`src/rtl/pipeline_ctrl_pkg.sv`:
```
// Shared constants for the pipeline stall/flush controller: FSM encodings,
// the RV32 opcodes that decide register-source usage, and a debug view struct.
package pipeline_ctrl_pkg;

    localparam logic [1:0] ST_RUN    = 2'd0;
    localparam logic [1:0] ST_FLUSH  = 2'd1;
    localparam logic [1:0] ST_FREEZE = 2'd2;

    localparam logic [6:0] OPC_NOP    = 7'b0000000;
    localparam logic [6:0] OPC_LUI    = 7'b0110111;
    localparam logic [6:0] OPC_AUIPC  = 7'b0010111;
    localparam logic [6:0] OPC_JAL    = 7'b1101111;
    localparam logic [6:0] OPC_BRANCH = 7'b1100011;
    localparam logic [6:0] OPC_STORE  = 7'b0100011;
    localparam logic [6:0] OPC_OP     = 7'b0110011;

    typedef struct packed {
        logic [1:0] state;
        logic [1:0] ret_state;
        logic [1:0] fcnt;
    } ctrl_dbg_t;

    function automatic logic uses_rs1(input logic [6:0] opc);
        return !(opc == OPC_LUI || opc == OPC_AUIPC || opc == OPC_JAL);
    endfunction

    function automatic logic uses_rs2(input logic [6:0] opc);
        return (opc == OPC_BRANCH || opc == OPC_STORE || opc == OPC_OP);
    endfunction

endpackage

```
`src/rtl/pipeline_ctrl_if.sv`:
```
// Hazard inputs from ID/EX/DMEM and the stall/flush controls returned to the
// pipeline registers.
interface pipeline_ctrl_if;
    // All signals are plain levels sampled every cycle; there is no valid/ready
    // pairing. The controller answers within the same cycle it sees the inputs.
    logic [6:0] id_opcode;
    logic [4:0] id_rs1;
    logic [4:0] id_rs2;
    logic [4:0] ex_rd;
    logic       ex_reg_we;
    logic       ex_is_load;
    logic       ctrl_pc_src;
    logic       dmem_stall;
    logic       pc_stall;
    logic       if_id_stall;
    logic       id_ex_bubble;
    logic       ex_wb_stall;
    logic       ctrl_id_reg_flush;

    modport master (
        output id_opcode, id_rs1, id_rs2, ex_rd, ex_reg_we, ex_is_load,
               ctrl_pc_src, dmem_stall,
        input  pc_stall, if_id_stall, id_ex_bubble, ex_wb_stall, ctrl_id_reg_flush
    );

    modport slave (
        input  id_opcode, id_rs1, id_rs2, ex_rd, ex_reg_we, ex_is_load,
               ctrl_pc_src, dmem_stall,
        output pc_stall, if_id_stall, id_ex_bubble, ex_wb_stall, ctrl_id_reg_flush
    );
endinterface

```
`src/rtl/pipeline_ctrl_sat_counter.sv`:
```
// Saturating event counter with synchronous clear; sticks at all-ones.
module pipeline_ctrl_sat_counter #(
    parameter int W = 32
) (
    input  logic         clk,
    input  logic         clr,
    input  logic         en,
    output logic [W-1:0] count
);

    always_ff @(posedge clk) begin
        if (clr) begin
            count <= '0;
        end else if (en && (count != '1)) begin
            count <= count + 1'b1;
        end
    end

endmodule

```
`src/rtl/pipeline_ctrl.sv`:
```
// Central stall/flush sequencer: DMEM freeze > EX redirect > load-use interlock,
// with a RUN/FLUSH/FREEZE state machine and saturating perf counters.
module pipeline_ctrl
    import pipeline_ctrl_pkg::*;
#(
    parameter int FLUSH_CYCLES = 1,
    parameter int CNT_W        = 32
) (
    input  logic             clk,
    input  logic             rst,
    pipeline_ctrl_if.slave   bus,
    output logic [CNT_W-1:0] stall_cnt,
    output logic [CNT_W-1:0] flush_cnt,
    output ctrl_dbg_t        dbg
);

    localparam logic [1:0] FLUSH_INIT = 2'(FLUSH_CYCLES);

    logic [1:0] state, state_nx;
    logic [1:0] ret_state, ret_nx;
    logic [1:0] fcnt, fcnt_nx;
    logic [1:0] eff_state;
    logic       flush_q, flush_nx;
    logic       load_use;
    logic       redirect;
    logic       pc_stall, if_id_stall, id_ex_bubble, ex_wb_stall;

    always_comb begin
        // While frozen, decisions are made as if still in the state we left.
        eff_state = (state == ST_FREEZE) ? ret_state : state;

        load_use = bus.ex_is_load && bus.ex_reg_we && (bus.ex_rd != 5'd0) &&
                   !flush_q && (bus.id_opcode != OPC_NOP) &&
                   (((bus.ex_rd == bus.id_rs1) && uses_rs1(bus.id_opcode)) ||
                    ((bus.ex_rd == bus.id_rs2) && uses_rs2(bus.id_opcode)));

        pc_stall     = 1'b0;
        if_id_stall  = 1'b0;
        id_ex_bubble = 1'b0;
        ex_wb_stall  = 1'b0;
        redirect     = 1'b0;
        state_nx     = state;
        ret_nx       = ret_state;
        fcnt_nx      = fcnt;
        flush_nx     = flush_q;

        if (rst) begin
            state_nx = ST_RUN;
        end else if (bus.dmem_stall) begin
            pc_stall    = 1'b1;
            if_id_stall = 1'b1;
            ex_wb_stall = 1'b1;
            state_nx    = ST_FREEZE;
            if (state != ST_FREEZE) begin
                ret_nx = state;
            end
        end else if (bus.ctrl_pc_src) begin
            id_ex_bubble = 1'b1;
            redirect     = 1'b1;
            fcnt_nx      = FLUSH_INIT;
            state_nx     = ST_FLUSH;
            flush_nx     = 1'b1;
        end else if (eff_state == ST_FLUSH) begin
            fcnt_nx = (fcnt == 2'd0) ? 2'd0 : fcnt - 2'd1;
            if (fcnt_nx == 2'd0) begin
                state_nx = ST_RUN;
                flush_nx = 1'b0;
            end else begin
                state_nx = ST_FLUSH;
                flush_nx = 1'b1;
            end
        end else begin
            state_nx = ST_RUN;
            flush_nx = 1'b0;
            if (load_use) begin
                pc_stall     = 1'b1;
                if_id_stall  = 1'b1;
                id_ex_bubble = 1'b1;
            end
        end
    end

    // Flush is forced high for the first cycle after reset to kill IMEM garbage.
    always_ff @(posedge clk) begin
        if (rst) begin
            state     <= ST_RUN;
            ret_state <= ST_RUN;
            fcnt      <= 2'd0;
            flush_q   <= 1'b1;
        end else begin
            state     <= state_nx;
            ret_state <= ret_nx;
            fcnt      <= fcnt_nx;
            flush_q   <= flush_nx;
        end
    end

    assign bus.pc_stall          = pc_stall;
    assign bus.if_id_stall       = if_id_stall;
    assign bus.id_ex_bubble      = id_ex_bubble;
    assign bus.ex_wb_stall       = ex_wb_stall;
    assign bus.ctrl_id_reg_flush = flush_q;

    assign dbg.state     = state;
    assign dbg.ret_state = ret_state;
    assign dbg.fcnt      = fcnt;

    pipeline_ctrl_sat_counter #(.W(CNT_W)) u_stall_cnt (
        .clk   (clk),
        .clr   (rst),
        .en    (pc_stall),
        .count (stall_cnt)
    );

    pipeline_ctrl_sat_counter #(.W(CNT_W)) u_flush_cnt (
        .clk   (clk),
        .clr   (rst),
        .en    (redirect),
        .count (flush_cnt)
    );

endmodule

```
`src/flat_wrapper.sv`:
```
// flat-port wrapper written by rule: the top's interface ports become plain ports
module pipeline_ctrl_flat import pipeline_ctrl_pkg::*;
#(
    parameter int FLUSH_CYCLES = 1,
    parameter int CNT_W        = 32
)
  (clk, rst, stall_cnt, flush_cnt, dbg, bus_id_opcode, bus_id_rs1, bus_id_rs2, bus_ex_rd, bus_ex_reg_we, bus_ex_is_load, bus_ctrl_pc_src, bus_dmem_stall, bus_pc_stall, bus_if_id_stall, bus_id_ex_bubble, bus_ex_wb_stall, bus_ctrl_id_reg_flush);
  pipeline_ctrl_if bus_i ();
  input  logic clk;
  input  logic rst;
  output logic [CNT_W-1:0] stall_cnt;
  output logic [CNT_W-1:0] flush_cnt;
  output ctrl_dbg_t dbg;
  input wire logic [$bits(bus_i.id_opcode)-1:0] bus_id_opcode;
  input wire logic [$bits(bus_i.id_rs1)-1:0] bus_id_rs1;
  input wire logic [$bits(bus_i.id_rs2)-1:0] bus_id_rs2;
  input wire logic [$bits(bus_i.ex_rd)-1:0] bus_ex_rd;
  input wire logic [$bits(bus_i.ex_reg_we)-1:0] bus_ex_reg_we;
  input wire logic [$bits(bus_i.ex_is_load)-1:0] bus_ex_is_load;
  input wire logic [$bits(bus_i.ctrl_pc_src)-1:0] bus_ctrl_pc_src;
  input wire logic [$bits(bus_i.dmem_stall)-1:0] bus_dmem_stall;
  output wire logic [$bits(bus_i.pc_stall)-1:0] bus_pc_stall;
  output wire logic [$bits(bus_i.if_id_stall)-1:0] bus_if_id_stall;
  output wire logic [$bits(bus_i.id_ex_bubble)-1:0] bus_id_ex_bubble;
  output wire logic [$bits(bus_i.ex_wb_stall)-1:0] bus_ex_wb_stall;
  output wire logic [$bits(bus_i.ctrl_id_reg_flush)-1:0] bus_ctrl_id_reg_flush;
  assign bus_i.id_opcode = bus_id_opcode;
  assign bus_i.id_rs1 = bus_id_rs1;
  assign bus_i.id_rs2 = bus_id_rs2;
  assign bus_i.ex_rd = bus_ex_rd;
  assign bus_i.ex_reg_we = bus_ex_reg_we;
  assign bus_i.ex_is_load = bus_ex_is_load;
  assign bus_i.ctrl_pc_src = bus_ctrl_pc_src;
  assign bus_i.dmem_stall = bus_dmem_stall;
  assign bus_pc_stall = bus_i.pc_stall;
  assign bus_if_id_stall = bus_i.if_id_stall;
  assign bus_id_ex_bubble = bus_i.id_ex_bubble;
  assign bus_ex_wb_stall = bus_i.ex_wb_stall;
  assign bus_ctrl_id_reg_flush = bus_i.ctrl_id_reg_flush;
  pipeline_ctrl #(.FLUSH_CYCLES(FLUSH_CYCLES), .CNT_W(CNT_W)) u_core (.clk(clk), .rst(rst), .bus(bus_i), .stall_cnt(stall_cnt), .flush_cnt(flush_cnt), .dbg(dbg));
endmodule
```
`config.mk`:
```
export PLATFORM = sky130hd
export DESIGN_NAME = pipeline_ctrl_flat
export DESIGN_NICKNAME = d
export VERILOG_FILES = /design/src/rtl/pipeline_ctrl_pkg.sv /design/src/rtl/pipeline_ctrl_if.sv /design/src/rtl/pipeline_ctrl_sat_counter.sv /design/src/rtl/pipeline_ctrl.sv /design/src/flat_wrapper.sv
export SDC_FILE = /design/constraint.sdc
export NUM_CORES = 1
export LEC_CHECK = 0
export ABC_AREA = 1
export BUFFER_PORTS_ARGS = -buffer_cell sky130_fd_sc_hd__buf_2
export CAP_MARGIN = 30
export CELL_PAD_IN_SITES_DETAIL_PLACEMENT = 0
export CELL_PAD_IN_SITES_GLOBAL_PLACEMENT = 1
export CORE_MARGIN = 2
export CORE_UTILIZATION = 41
export DETAILED_ROUTE_END_ITERATION = 8
export PLACE_DENSITY_LB_ADDON = 0.1
export SYNTH_ARGS = -nofsm -noshare
export SYNTH_HDL_FRONTEND = slang
export SYNTH_SLANG_ARGS = --single-unit
```
`constraint.sdc`:
```
create_clock -name clk -period 3.4 [get_ports clk]
set_input_delay 0.68 -clock clk [delete_from_list [all_inputs] [get_ports clk]]
set_output_delay 0.68 -clock clk [all_outputs]
set_load 0.01 [all_outputs]
```
==> flow_summary.toml, run 1 <==
[die]
die_area_sq_um = 12000
coreArea_sq_um = 10800
num_rows = 38
die_height_microns = 110
die_w_microns = 110
start_util_pct = 42.2
ios = 103

[synth]
synth_ff_type = "dfxtp_1"
synth_xor_area_share_pct = 9.19
synth_area_sq_um = 4570
synth.area.top_cells = "dfxtp_1 31%, nand2_1 15%, nand3_1 7.2%"
synth_most_common_cell = "nand2_1"
synthMuxAreaShare_pct = 0
synthCells = 699
async_flop_share_pct = 0
synth-simple-area-share_pct = 40.3
synth.net_count = 729
postSynthAreaPerCell_sq_um = 6.54
synth_commonest_cells = "182 x nand2_1, 78 x nor2_1, 71 x dfxtp_1"
synth_top_area_cell = "dfxtp_1"
synth_top_family_by_area = "simple AND/OR/NAND/NOR gates"
synth_adder_area_share_pct = 0.547
ys_seq_elements = 71
synth_top_area_share_pct = 31.1
synth-compound-area-share_pct = 10.3
synth.distinct_cells = 38
synth_enable_flop_cells = 0
yosys_warnings = 0
yosysSeqAreaShare_pct = 31.1

[grt]
grt_pass1_wl_microns = 21700
grt_max_degree = 52
antenna_found_initial = 0
grt.total_usage_pct = 23.1
grt-ovfl-total = 0
grt_pass1_vias = 4358

[route]
num_vias = 4796
drt_wl_total_microns = 13300
drc = 0
vias_per_cell = 5.13
drt-initial-drc-count = 290
wl_per_cell_microns = 14.2
drtPass1Iterations = 5
antenna_left = 0

[sta]
worst_pin_slew_ps = 657
slew_viol_final = 0
rsz0062_at_grt = "false"
setup_viol_count_final = 0
finalCriticalPeriod_ps = 2520
fin_ws_ps = 877
fmax_mhz = 396
final_hold_viol_count = 0
slew_headroom_pct = 56.2
timing.hold.ws_ps = 488
period_share_pct = 74.2
setup_tns_ps = 0
skew_ps = 8.22

[worst_setup_path]
worstPathArrival_ps = 2810
slowest_stage = "dfxtp_1"
crit_path_max_incr_delay_ps = 440
critPathCaptureType = "register"
crit_top_cell = "nand2_2"
worstPathCellList = "ha_1 > nand3_1 > nor3_4 > nand2_2 > inv_2 > nand2_2 > nand2_4 > inv_4 > nand2_1 > o21ai_0 > a21oi_1"
critical_path_class = "reg2reg"
startpoint_type = "register"
cp_top_family = "simple AND/OR/NAND/NOR gates"
crit_required_ps = 3690
path_buf_inv = 2
worst-path-max-fanout = 33

[place]
gp_congestion = 0.865
placed_cells = 922
placedInstanceArea_sq_um = 5150
dpl.hpwl_microns = 9800
port-buffer-count = 102
dp_slack_ps = 818

[final_layout]
fin_area_sq_um = 5330
syn2layout_area_growth_pct = 16.5
diodes = 0
finalNonFillerCells = 935
seq_area_sq_um = 1420
final_core_util_pct = 49.2
nets = 823
n_fill_cell = 1169
final_layout_size_suffix_gt1_share_pct = 20.1
multi_input_area_sq_um = 2760

[pwr]
powerDensity_nw_per_um2 = 310
power_mw = 1.65
peakVddDrop_uv = 176
power.leakage_nw = 2.21

[cts]
post_cts_buffers = 0
ctsHoldBuffers = 0
cts_sinks = 71
ctsResizeCount = 0
clock_path_buffers = 2
cts_max_level = 3
tritoncts = "done"
path_clk_slew_ps = 70
cts-root-buf = "clkbuf_8"
insertion_delay_ps = 360
cts_buffers = 9

[hold_path]
hold_class = "reg2reg"

[run_status]
status = "complete, no violations"

[flow_run]
maxCapViolCount = 0
cells by family (layout without fill, tap and decap cells):
logic type	Yosys count	in the layout
compound gates	82	82
xor+xnor	48	48
fa+ha+maj	2	2
buf+inv	90	186
flops	71	71
simple gates	406	406
registers in the layout, summed over array words and instances, names as in the netlist:
signal and cells:
u_core.bus.ctrl_id_reg_flush 1, u_core.ret_state 2, u_core.u_flush_cnt.count 32, u_core.state 2, u_core.u_stall_cnt.count 32, u_core.fcnt 2
cells in the final DEF (no fill, tap or decap), drive strengths merged:
cell type    n
o211ai       2
nand3b       2
a21oi       62
o21bai       2
clkbuf      12
nor2        82
nor4         2
o22ai        1
inv         67
bufinv       1
xor2        34
nor3b        3
and3         4
o21a         2
ha           2
dfxtp       71
nand4       15
buf        105
nand3       69
clkinv       1
o21ai       13
nor3        30
nand2      199
xnor2       14
tightest hold or removal path: stages (launching register included):
cell     delay, ps
dfxtp_1        310
inv_1           70
a21oi_1         70
cell type report:
| cell class | count | area share (%) |
|---|---|---|
| multi-input combinational | 538 | 51.7 |
| sequential | 71 | 26.7 |
| timing repair buffer | 105 | 10.0 |
| inverter | 68 | 4.83 |
| tap | 140 | 3.29 |
| clock buffer | 12 | 2.91 |
| clock inverter | 1 | 0.563 |
worst paths after layout:
kind                                               endpoint  depth (start not counted)                         from  slack (ps)
worst max-delay path            u_core.u_flush_cnt.count[6]                         11  u_core.u_flush_cnt.count[0]         880
worst max register to register  u_core.u_flush_cnt.count[6]                         11  u_core.u_flush_cnt.count[0]         880
worst min-delay path                    u_core.ret_state[1]                          2          u_core.ret_state[1]         490
worst min register to register          u_core.ret_state[1]                          2          u_core.ret_state[1]         490
where the power goes:
group	switching, mW	leakage, nW	total (mW)	internal [mW]
sequential	0.00578	0.573	0.843	0.837
clock	0.320	0.0944	0.688	0.368
combinational	0.0806	1.54	0.121	0.0401
layer usage:
metal,global-route usage [%],part of all wire (%)
met3,3.68,5.0
met2,35.0,42
met5,0,0
met4,6.51,0.94
met1,33.7,52
(Power assumes the default switching activity.)
==> run 2: changes to the inputs <==
--- a/config.mk
+++ b/config.mk
@@ -11,7 +11,7 @@
 export CELL_PAD_IN_SITES_DETAIL_PLACEMENT = 0
 export CELL_PAD_IN_SITES_GLOBAL_PLACEMENT = 1
 export CORE_MARGIN = 2
-export CORE_UTILIZATION = 41
+export CORE_UTILIZATION = 34
 export DETAILED_ROUTE_END_ITERATION = 8
 export PLACE_DENSITY_LB_ADDON = 0.1
 export SYNTH_ARGS = -nofsm -noshare
==> constraint.sdc (replaced) <==
create_clock -name clk -period 2.1 [get_ports clk]
set_input_delay 0.42 -clock clk [delete_from_list [all_inputs] [get_ports clk]]
set_output_delay 0.42 -clock clk [all_outputs]
set_load 0.01 [all_outputs]
==> run 2 against run 1 <==
Clock skew hardly changed. Worst hold slack worse by 120 ps. Die area is 20% higher. Critical path type is now reg2out.
==> flow_summary.toml, run 2 (synthesized netlist as in run 1, its figures left out) <==
[final_layout]
top_regs = "u_core.u_flush_cnt.count (32), u_core.u_stall_cnt.count (32)"
seq_area_sq_um = 1420
mostFrequentLayoutCell = "nand2_1"
final_layout_size_suffix_gt1_share_pct = 26.2
fin_area_sq_um = 5940
syn2layout_area_growth_pct = 30.0
n_fill_cell = 1447
nets = 880
diodes = 0
multi_input_area_sq_um = 2780
mostFrequentLayoutCells = "182 x nand2_1, 102 x buf_2, 77 x nor2_1"

[place]
placedInstanceArea_sq_um = 5600
dpl.hpwl_microns = 11300
gp_congestion = 0.892
port-buffer-count = 102

[run_status]
status = "complete, no violations"

[worst_setup_path]
startpoint_type = "register"
slowest_stage = "dfxtp_1"
worstPathArrival_ps = 1520
crit_required_ps = 1680
critPathCaptureType = "output port"
crit_path_max_incr_delay_ps = 340
worst-path-max-fanout = 6
worstPathCellList = "inv_1 > nand4_1 > o211ai_1 > nor2_2 > nand3_2 > nand2_4 > buf_2"
critical_path_class = "reg2out"

[sta]
period_share_pct = 92.3
setup_viol_count_final = 0
finalCriticalPeriod_ps = 1940
slew_headroom_pct = 65.6
setup_tns_ps = 0
final_hold_viol_count = 0
rsz0062_at_grt = "false"
worst_pin_slew_ps = 512
slew_viol_final = 0
skew_ps = 7.85
fmax_mhz = 516

[route]
drt_wl_total_microns = 14500
wl_per_cell_microns = 14.0
num_vias = 5087
drt-initial-drc-count = 288
drc = 0
vias_per_cell = 4.94
antenna_left = 0
drtPass1Iterations = 5

[flow_run]
maxCapViolCount = 0

[pwr]
powerDensity_nw_per_um2 = 528
power.leakage_nw = 2.57
peakVddDrop_uv = 339

[die]
start_util_pct = 34.7
num_rows = 42
die_area_sq_um = 14400
coreArea_sq_um = 13200
ios = 103
die_w_microns = 120
die_height_microns = 120

[cts]
tritoncts = "done"
path_clk_slew_ps = 50
insertion_delay_ps = 340
cts-root-buf = "clkbuf_16"
cts_buffers = 9
clock_path_buffers = 2
cts_sinks = 71
cts_max_level = 3

[grt]
grt.total_usage_pct = 20.6
antenna_found_initial = 0
grt_pass1_wl_microns = 23700
grt_pass1_vias = 4759
grt_max_degree = 34
grt-ovfl-total = 0

[hold_path]
hold_class = "in2reg"
==> run 2: layout make-up <==
cell class / count / share of cell area (%)
multi-input cells: 538 / 46.7
flip-flops and latches: 71 / 23.9
repair buffers: 162 / 16.2
inverters: 68 / 4.38
clock buffers: 11 / 4.25
well taps: 176 / 3.70
clock inverters: 4 / 0.758
==> run 2: power breakdown <==
| group | switching, mW | leakage [nW] | internal (mW) |
|---|---|---|---|
| sequential | 0.00698 | 0.574 | 1.36 |
| combinational | 0.137 | 1.84 | 0.0777 |
| clock | 0.591 | 0.151 | 0.971 |
==> run 2: timing repair <==
item	4_1_cts	5_1_grt
buffers inserted	0	3
resized for setup	0	8
hold buffers	0	0
setup endpoints to repair	0	14
hold endpoints to repair	0	0
==> run 2: worst paths after layout <==
path	startpoint	endpoint	slack (ps)	cells past startpoint
worst max-delay path	u_core.state[0]	bus_if_id_stall	160	7
worst min-delay path	bus_dmem_stall	u_core.ret_state[1]	370	3
worst min register to register	u_core.ret_state[1]	u_core.ret_state[1]	480	2
worst max register to register	u_core.u_stall_cnt.count[1]	u_core.u_stall_cnt.count[21]	180	11
==> run 2: worst max-delay path, delay by kind of cell, from the launching register on <==
| kind | cells | cell delay [ps] |
|---|---|---|
| AOI/OAI and AO/OA | 1 | 110 |
| DFF | 1 | 340 |
| buffers and inverters | 2 | 220 |
| and+or+nand+nor | 4 | 510 |
==> run 2: through the flow <==
step	cells	util [%]	hold slack (ps)	total power [mW]	worst slack, ps
after floorplan	699	-	495	1.52	231
after global placement	1012	42.4	466	1.60	120
after detailed placement	1012	42.4	474	1.61	80.6
after CTS	1027	44.7	359	3.19	29.0
after global routing	1030	45.1	369	3.27	19.6
final	1030	45.1	368	3.14	161
==> run 2: metal layers <==
metal  global-route usage [%]  vias up  wire length, microns  share of wire [%]
li1                         -     2571                     -                  -
met1                     30.5     2351                  7300                 51
met2                     30.5      150                  6080                 42
met3                     2.95       15                   844                5.8
met4                     6.76        0                   222                1.5
met5                        0        -                     0                  0
